==> src/rtl/cpu_pkg.sv <==
// Shared CPU front-end definitions: next-PC select encodings, fetch FSM states and the NOP encoding.
package cpu_pkg;

  typedef enum logic [2:0] {
    PCSEL_SEQ = 3'd0,
    PCSEL_BEQ = 3'd1,
    PCSEL_J   = 3'd2,
    PCSEL_JR  = 3'd3,
    PCSEL_BNE = 3'd4
  } pcsel_e;

  typedef enum logic [1:0] {
    S_BOOT,
    S_REQ,
    S_DROP,
    S_HOLD
  } fetch_state_e;

  localparam logic [31:0] NOP_INSTR = 32'h0000_0000;

endpackage

==> src/rtl/MUX5to1.sv <==
// Five-way next-PC target selector; encodings 5-7 fall back to the sequential input.
module MUX5to1 #(
  parameter int DATABIT = 32
) (
  input  logic [2:0]         sel,
  input  logic [DATABIT-1:0] d0,
  input  logic [DATABIT-1:0] d1,
  input  logic [DATABIT-1:0] d2,
  input  logic [DATABIT-1:0] d3,
  input  logic [DATABIT-1:0] d4,
  output logic [DATABIT-1:0] y
);
  import cpu_pkg::*;

  always_comb begin
    y = d0;
    case (sel)
      PCSEL_BEQ: y = d1;
      PCSEL_J:   y = d2;
      PCSEL_JR:  y = d3;
      PCSEL_BNE: y = d4;
      default:   y = d0;
    endcase
  end

endmodule

==> src/rtl/pc_fetch_stage.sv <==
// IF stage: PC register, single-outstanding req/ready fetch, skid buffer for stalls and the IF/ID register.
module pc_fetch_stage #(
  parameter int                   DATABIT   = 32,
  parameter logic [DATABIT-1:0]   RESET_PC  = 32'h0000_3000,
  parameter logic [DATABIT-1:0]   NOP_INSTR = cpu_pkg::NOP_INSTR
) (
  input  logic               Clk,
  input  logic               Reset_n,
  input  logic [2:0]         PCSel,
  input  logic [DATABIT-1:0] BeqTarget,
  input  logic [DATABIT-1:0] JTarget,
  input  logic [DATABIT-1:0] JrTarget,
  input  logic [DATABIT-1:0] BneTarget,
  input  logic               Stall,
  output logic               IMemReq,
  output logic [DATABIT-1:0] IMemAddr,
  input  logic               IMemReady,
  input  logic [DATABIT-1:0] IMemRData,
  output logic [DATABIT-1:0] PC,
  output logic [DATABIT-1:0] IfIdInstr,
  output logic [DATABIT-1:0] IfIdPCPlus4,
  output logic               IfIdValid,
  output logic               AlignErr
);
  import cpu_pkg::*;

  fetch_state_e       state, state_next;
  logic [DATABIT-1:0] pc, pc_plus4, drop_addr;
  logic [DATABIT-1:0] raw_target, target;
  logic [DATABIT-1:0] skid_instr, skid_pc4;
  logic               skid_vld;
  logic [DATABIT-1:0] ifid_instr, ifid_pc4;
  logic               ifid_valid, align_err;
  logic               redirect, sel_redirect;
  logic               pc_tgt, pc_inc, drop_load, skid_load;
  logic               flush, load_mem, load_skid, bubble;

  assign pc_plus4     = pc + DATABIT'(4);
  assign sel_redirect = (PCSel >= 3'(PCSEL_BEQ)) && (PCSel <= 3'(PCSEL_BNE));
  assign redirect     = sel_redirect && (state != S_BOOT);

  MUX5to1 #(.DATABIT(DATABIT)) u_target_mux (
    .sel (PCSel),
    .d0  (pc_plus4),
    .d1  (BeqTarget),
    .d2  (JTarget),
    .d3  (JrTarget),
    .d4  (BneTarget),
    .y   (raw_target)
  );

  assign target = {raw_target[DATABIT-1:2], 2'b00};

  always_ff @(posedge Clk or negedge Reset_n) begin
    if (!Reset_n) state <= S_BOOT;
    else          state <= state_next;
  end

  always_comb begin
    state_next = state;
    IMemReq    = 1'b0;
    pc_tgt     = 1'b0;
    pc_inc     = 1'b0;
    drop_load  = 1'b0;
    skid_load  = 1'b0;
    flush      = 1'b0;
    load_mem   = 1'b0;
    load_skid  = 1'b0;
    bubble     = 1'b0;
    case (state)
      S_BOOT: begin
        state_next = S_REQ;
        bubble     = !Stall;
      end
      S_REQ: begin
        IMemReq = 1'b1;
        if (redirect) begin
          pc_tgt = 1'b1;
          flush  = 1'b1;
          // A request the memory has not yet answered must be held until it completes.
          if (!IMemReady) begin
            state_next = S_DROP;
            drop_load  = 1'b1;
          end
        end else if (IMemReady) begin
          pc_inc = 1'b1;
          if (!Stall) begin
            load_mem = 1'b1;
          end else begin
            skid_load  = 1'b1;
            state_next = S_HOLD;
          end
        end else begin
          bubble = !Stall;
        end
      end
      S_DROP: begin
        IMemReq = 1'b1;
        if (redirect) begin
          pc_tgt = 1'b1;
          flush  = 1'b1;
        end else begin
          bubble = !Stall;
        end
        if (IMemReady) state_next = S_REQ;
      end
      S_HOLD: begin
        if (redirect) begin
          pc_tgt     = 1'b1;
          flush      = 1'b1;
          state_next = S_REQ;
        end else if (!Stall) begin
          load_skid  = 1'b1;
          state_next = S_REQ;
        end
      end
      default: state_next = S_BOOT;
    endcase
  end

  always_ff @(posedge Clk or negedge Reset_n) begin
    if (!Reset_n) begin
      pc         <= RESET_PC;
      drop_addr  <= '0;
      skid_instr <= NOP_INSTR;
      skid_pc4   <= '0;
      skid_vld   <= 1'b0;
      ifid_instr <= NOP_INSTR;
      ifid_pc4   <= '0;
      ifid_valid <= 1'b0;
      align_err  <= 1'b0;
    end else begin
      if (pc_tgt)      pc <= target;
      else if (pc_inc) pc <= pc_plus4;
      if (drop_load) drop_addr <= pc;
      if (flush) begin
        skid_vld <= 1'b0;
      end else if (skid_load) begin
        skid_instr <= IMemRData;
        skid_pc4   <= pc_plus4;
        skid_vld   <= 1'b1;
      end
      if (flush) begin
        ifid_instr <= NOP_INSTR;
        ifid_valid <= 1'b0;
      end else if (load_mem) begin
        ifid_instr <= IMemRData;
        ifid_pc4   <= pc_plus4;
        ifid_valid <= 1'b1;
      end else if (load_skid) begin
        ifid_instr <= skid_instr;
        ifid_pc4   <= skid_pc4;
        ifid_valid <= skid_vld;
      end else if (bubble) begin
        ifid_valid <= 1'b0;
      end
      align_err <= pc_tgt && (raw_target[1:0] != 2'b00);
    end
  end

  assign IMemAddr    = (state == S_DROP) ? drop_addr : pc;
  assign PC          = pc;
  assign IfIdInstr   = ifid_instr;
  assign IfIdPCPlus4 = ifid_pc4;
  assign IfIdValid   = ifid_valid;
  assign AlignErr    = align_err;

endmodule

==> config.mk <==
export PLATFORM = sky130hd
export DESIGN_NAME = pc_fetch_stage
export DESIGN_NICKNAME = d
export VERILOG_FILES = /design/src/rtl/cpu_pkg.sv /design/src/rtl/MUX5to1.sv /design/src/rtl/pc_fetch_stage.sv
export SDC_FILE = /design/constraint.sdc
export NUM_CORES = 1
export LEC_CHECK = 0
export ABC_AREA = 1
export BUFFER_PORTS_ARGS = -buffer_cell sky130_fd_sc_hd__buf_2
export CORE_ASPECT_RATIO = 0.5
export CORE_MARGIN = 3
export CORE_UTILIZATION = 35
export DETAILED_ROUTE_END_ITERATION = 8
export GPL_ROUTABILITY_DRIVEN = 0
export SYNTH_ARGS = -nofsm -noshare
export SYNTH_HDL_FRONTEND = slang
export SYNTH_SLANG_ARGS = --single-unit
==> constraint.sdc <==
create_clock -name Clk -period 2.2 [get_ports Clk]
set_clock_uncertainty 0.1 [all_clocks]
set_input_delay 0.44 -clock Clk [delete_from_list [all_inputs] [get_ports Clk]]
set_output_delay 0.44 -clock Clk [all_outputs]
set_load 0.01 [all_outputs]
# Word level (Yosys, flattened, before mapping)
# Index checks and enable logic that the tools add are counted.
[word_totals]
register_bits = 197
[classes]
n_addsub = 1
order_cmp = 2
eq_ne = 12
n_mux = 46
n_bitwise = 1
reduce_logical = 17
[ops]
columns = ["op", "count"]
rows = [
  ["two-way mux 32 bit", 8],
  ["one-hot mux 32 bit (4 select lines)", 1],
  ["adder 32 x 3 -> 32 bit, second input constant", 1],
  ["two-way mux 1 bit", 28],
  ["two-way mux 2 bit", 7],
  ["inequality test 3 bit, second input constant", 4],
  ["nonzero test 2 bit", 5],
  ["one-hot mux 2 bit (4 select lines)", 1],
  ["equality test 3 x 2 -> 1 bit, second input constant", 2],
  ["AND reduction 5 bit", 1],
  ["equality test 2 bit, second input constant", 2],
  ["AND reduction 2 bit", 2],
  ["nonzero test 4 bit", 1],
  ["equality test 3 x 1 -> 1 bit, second input constant", 1],
  ["equality test 3 bit, second input constant", 1],
  [">= comparator 3 x 1 -> 1 bit, second input constant", 1],
  ["less-or-equal comparator 3 bit, second input constant", 1],
  ["logical AND 1 bit", 3],
  ["one-hot mux 1 bit (3 select lines)", 1],
  ["nonzero test 3 bit", 1],
  ["OR reduction 3 bit", 1],
  ["equality test 2 x 1 -> 1 bit, second input constant", 1],
  ["zero test 2 bit", 1],
  ["inequality test 2 bit, second input constant", 1],
  ["3 further kinds", 3],
]

# Logic depth before layout (Yosys ltp)
[logic_depth]
ltp_word = 9
ltp_mapped = 13

# Modules after synthesis
# From an unflattened synthesis, not the netlist that was laid out.
[hier_totals]
hier_cells = 1566
area_unflattened_um2 = 11075.6
[by_module_without_submodules]
columns = ["module", "n_inst", "cells_each", "area_per_inst_um2", "seq_area_each_um2"]
rows = [
  ["pc_fetch_stage", 1, 1229, 9220.1, 4732.0],
  ["MUX5to1", 1, 337, 1855.5, 0.0],
]

# Worst setup path after synthesis
# Ideal clock, no wire load.
[synth_path]
kind = "flip-flop to flip-flop"
startpoint = "register pc[2], in the netlist PC[2]"
endpoint = "register pc[30], in the netlist PC[30]"
arrival_time_ps = 1640
required_time_ps = 1984
slack_ps = 343
stages_incl_launch_ff = 11
n_path_buf = 0
period_less_slack_ps = 1857
path_cell_list = "dfrtp_1 > ha_1 > nand2_1 > nor2_1 > nand2_1 > nor2_1 > nand2_1 > nand2_1 > nand3_1 > nand2_1 > nand2_1"
[synth_via]
elab_chain_len = 3
[synth_lines]
columns = ["element", "line", "rtl"]
rows = [
  ["start: declaration", "pc_fetch_stage.sv:28", "logic [DATABIT-1:0] pc, pc_plus4, drop_addr;"],
  ["start signal: assignment", "pc_fetch_stage.sv:133", "if (pc_tgt) pc <= target;"],
  ["start signal: assignment", "pc_fetch_stage.sv:134", "else if (pc_inc) pc <= pc_plus4;"],
  ["adder 32 x 3 -> 32 bit (*)", "pc_fetch_stage.sv:38", "assign pc_plus4 = pc + DATABIT'(4);"],
  ["one-hot mux 32 bit (4 select lines) or two-way mux 32 bit (tied branches)", "MUX5to1.sv:17, pc_fetch_stage.sv:134", ""],
  ["two-way mux 32 bit (*)", "pc_fetch_stage.sv:133", ""],
]
# Mark *: on every way between the ends. The rest lies on a longest branch, timed or not. The select of a mux whose other input is x is not followed.
# A chain may end at the register's enable or synchronous reset.

# Worst setup path in the final report
[layout_path]
startpoint = "register state[0]"
endpoint = "output port IMemAddr[27]"
[layout_via]
elab_chain_len = 2
[layout_lines]
columns = ["element", "line", "rtl"]
rows = [
  ["start: declaration", "pc_fetch_stage.sv:27", "fetch_state_e state, state_next;"],
  ["start signal: assignment", "pc_fetch_stage.sv:56", "else state <= state_next;"],
  ["equality test 2 bit", "pc_fetch_stage.sv:161", "assign IMemAddr = (state == S_DROP) ? drop_addr : pc;"],
  ["two-way mux 32 bit", "pc_fetch_stage.sv:161", ""],
  ["end: declaration", "pc_fetch_stage.sv:16", "output logic [DATABIT-1:0] IMemAddr,"],
]
# Every way passes these cells.

==> results.py <==
metrics = {
    "outcome": {
        "status": "complete, but fails checks",
        "violations": "setup timing",
    },
    "synth": {
        "ys_seq_area_share_pct": 45.75,
        "synth_area_leaders": "dfrtp_1 45%, nand2_1 24%, o21ai_0 8.4%",
        "avgSynthCellArea_um2": 6.942,
        "yosys.area.top_type_share_pct": 45.24,
        "synth_area_um2": 10340,
        "ys_warn_count": 0,
        "synthCells": 1490,
        "ys_types": 34,
        "synth_seq_cells": 189,
        "synthDominantAreaCellType": "dfrtp_1",
    },
    "setup_path": {
        "rr_worst_depth": 10,
        "startpoint": "state[0]$_DFFE_PN0P_",
        "r2r_setup_slack_ns": 0.11,
        "max_stage_delay_ns": 0.41,
        "critical_path_depth": 7,
        "endpoint_kind": "output port",
        "reg2reg_from": "state[0]$_DFFE_PN0P_",
        "critPathRequiredTime_ns": 1.66,
        "worst-path-buf-inv": 4,
        "worstPathMaxFanout": 6,
        "setup.worst_path.class": "reg -> out",
        "crit_path_top_delay_cell": "dfrtp_1",
        "crit_path_start_kind": "register",
        "cp_cell_sequence": "inv_2 -> ha_4 -> buf_12 -> buf_16 -> nand2_2 -> o21ai_1 -> buf_2",
        "critPathCapture": "IMemAddr[27]",
        "crit_family": "buffers and inverters",
        "crit_arrival_ns": 1.71,
        "reg2reg_to": "IfIdPCPlus4[8]$_DFFE_PN0P_",
    },
    "sta": {
        "fin_crit_ns": 2.250,
        "fin_ws_ns": -0.05021,
        "finalMaxSlewViolations": 0,
        "min_period_over_period_pct": 102.3,
        "finalSetupViolCount": 13,
        "hold_viol_final": 0,
        "rsz0062_at_grt": "true",
        "max_freq_mhz": 444.4,
    },
    "min_path": {
        "hp-class": "in -> reg",
    },
    "routing": {
        "drtIter0Drc": 892,
        "routedWlPerCell_um": 16.10,
        "vias_per_cell": 4.815,
        "drtAntennaViolNets": 0,
        "wirelength_um": 35440,
        "dr.pass1.iters": 5,
        "drc_errors": 0,
        "vias": 10600,
    },
    "power_and_ir_drop": {
        "power_frac_comb_pct": 47.3,
        "peakVddDrop_uv": 505.9,
        "p_clk_share_pct": 18.1,
        "seqPwrFrac_pct": 34.6,
        "p_leak_nw": 7.307,
        "intPower_mw": 10.20,
        "power.total_mw": 17.95,
        "netSwitchingPower_mw": 7.747,
        "netSwitchingFraction_pct": 43.16,
        "p_per_area_nw_per_um2": 1316,
    },
    "global_route": {
        "grt_first_pass_wirelength_um": 54300,
        "grt_overflow": 0,
        "grt_pass1_vias": 9773,
        "antenna_found_initial": 0,
        "grt_max_degree": 70,
        "grt_usage_pct": 21.59,
    },
    "place": {
        "hpwl_um": 25460,
        "portBuffers": 291,
        "placed_area_um2": 12510,
    },
    "final_layout": {
        "fillerInstances": 2930,
        "final_nets": 1980,
        "layout-drive-gt1-share_pct": 24.84,
        "final_area_um2": 13640,
        "areaGrowthSynthToFinish_pct": 31.87,
        "final_cell_mix": "640 x nand2_1, 285 x buf_2, 187 x dfrtp_1",
        "n_antenna_cell": 0,
        "layout_commonest_cell": "nand2_1",
    },
    "floorplanning": {
        "ioPinCount": 298,
        "die_w_um": 249.1,
        "rows": 43,
        "die_h_um": 127.6,
        "dieArea_um2": 31780,
        "initial_core_util_pct": 36.41,
        "coreArea_um2": 28410,
    },
    "clock_tree": {
        "clockBufferDepth": 2,
        "cts_sinks": 189,
        "cts_root_buffer": "clkbuf_16",
        "cts_tree": "done",
        "clk_latency_ns": 0.45,
        "cts.clk_slew.worst_paths_ns": 0.07,
        "h-tree-depth": 4,
        "cts_buffers": 17,
    },
    "flow_run": {
        "drv_cap": 0,
    },
}
per-stage QoR:
step	hold WS (ns)	std cells	setup WS, ns	util [%]	TNS, ns
CTS	0.1204	2189	-0.05413	47.00	-0.7986
finish	0.1439	2202	-0.05021	48.02	-0.2617
global route	0.1511	2202	-0.1357	48.02	-2.209
global placement	0.2916	2148	0.1334	44.03	0
floorplan	0.04441	1495	0.3431	-	0
detailed placement	0.2930	2148	0.1221	44.03	0
logic make-up (layout without fill, tap and decap cells):
| logic type | count (synthesis) | count (layout) | share of synthesized area, % |
|---|---|---|---|
| AOI/OAI and AO/OA | 218 | 218 | 10.71 |
| xor gates and xnor gates | 7 | 7 | 0.5927 |
| adders and majority gates | 5 | 5 | 0.6048 |
| buffers and inverters | 204 | 528 | 8.600 |
| DFF | 189 | 189 | 45.75 |
| other | 1 | 6 | 0.03625 |
| and+or+nand+nor | 866 | 867 | 33.71 |
worst reg2reg max path, stage by stage (launching register included):
cell and delay, ns:
dfrtp_1 0.41, buf_4 0.14, buf_4 0.14, ha_2 0.21, nand2_2 0.13, inv_4 0.08, o211ai_4 0.22, inv_2 0.17
buf_12 0.21, nand2_1 0.13, nand2_1 0.05
what timing repair did:
item | in CTS | in global routing
setup endpoints to repair | 30 | 178
buffers inserted | 6 | 6
gates resized for setup | 48 | 32
hold buffers | 1 | 0
endpoints found under the hold margin | 36 | 0
pin swaps | 4 | 9
cloned | 3 | 8
cell type report:
| class | count | area [um^2] | area share [%] |
|---|---|---|---|
| flip-flops and latches | 189 | 4732 | 34.69 |
| clock inverters | 14 | 182.7 | 1.339 |
| well taps | 382 | 478.0 | 3.504 |
| inverters | 126 | 484.2 | 3.550 |
| repair buffers | 370 | 2460 | 18.03 |
| multi-input cells | 1103 | 4873 | 35.73 |
| repair inverters | 1 | 5.005 | 0.03669 |
| clock buffers | 17 | 425.4 | 3.119 |
sequential cells by signal, indices dropped and copies added (netlist names):
register     flops
skid_pc4        30
AlignErr         1
IfIdPCPlus4     30
IfIdInstr       32
drop_addr       30
PC              30
skid_instr      32
IfIdValid        1
skid_vld         1
state            2
synthesized netlist by cell type, drive strengths merged:
master  instances
nand2         651
o21ai         204
dfrtp         187
inv           125
nor2          103
nand3          88
buf            57
clkbuf         21
nand4          19
a21oi          13
xor2            7
ha              5
dfstp           2
nor3            2
and2            1
and3            1
clkinv          1
conb            1
o211ai          1
or2             1
metal layers:
layer | wire, um | track usage, % | vias to the layer above
met4 | 507 | 5.313 | 0
met3 | 2054 | 3.926 | 29
met5 | 0 | 0 | -
li1 | - | - | 5302
met2 | 16190 | 34.61 | 317
met1 | 16690 | 30.45 | 4955
worst min path at each step:
stage                 startpoint                   endpoint  slack (ns)  cells after the start
finish              IMemRData[6]  skid_instr[6]$_DFFE_PN0P_        0.14                      3
global route        IMemRData[6]  skid_instr[6]$_DFFE_PN0P_        0.15                      3
CTS                 IMemRData[6]  skid_instr[6]$_DFFE_PN0P_        0.12                      3
detailed placement       Reset_n          PC[5]$_DFFE_PN0P_        0.29                      1
global placement         Reset_n          PC[5]$_DFFE_PN0P_        0.29                      1
floorplan                Reset_n         AlignErr$_DFF_PN0_        0.04                      0
power groups by stage:
stage / clock (mW) / combinational [mW] / sequential (mW)
2_1_floorplan: 0 / 4.14 / 6.31
3_3_place_gp: 0 / 7.55 / 6.21
3_5_place_dp: 0 / 7.61 / 6.25
4_1_cts: 3.31 / 8.08 / 6.20
5_1_grt: 3.43 / 9.47 / 6.42
6_report: 3.25 / 8.49 / 6.22
(Power assumes the default switching activity.)
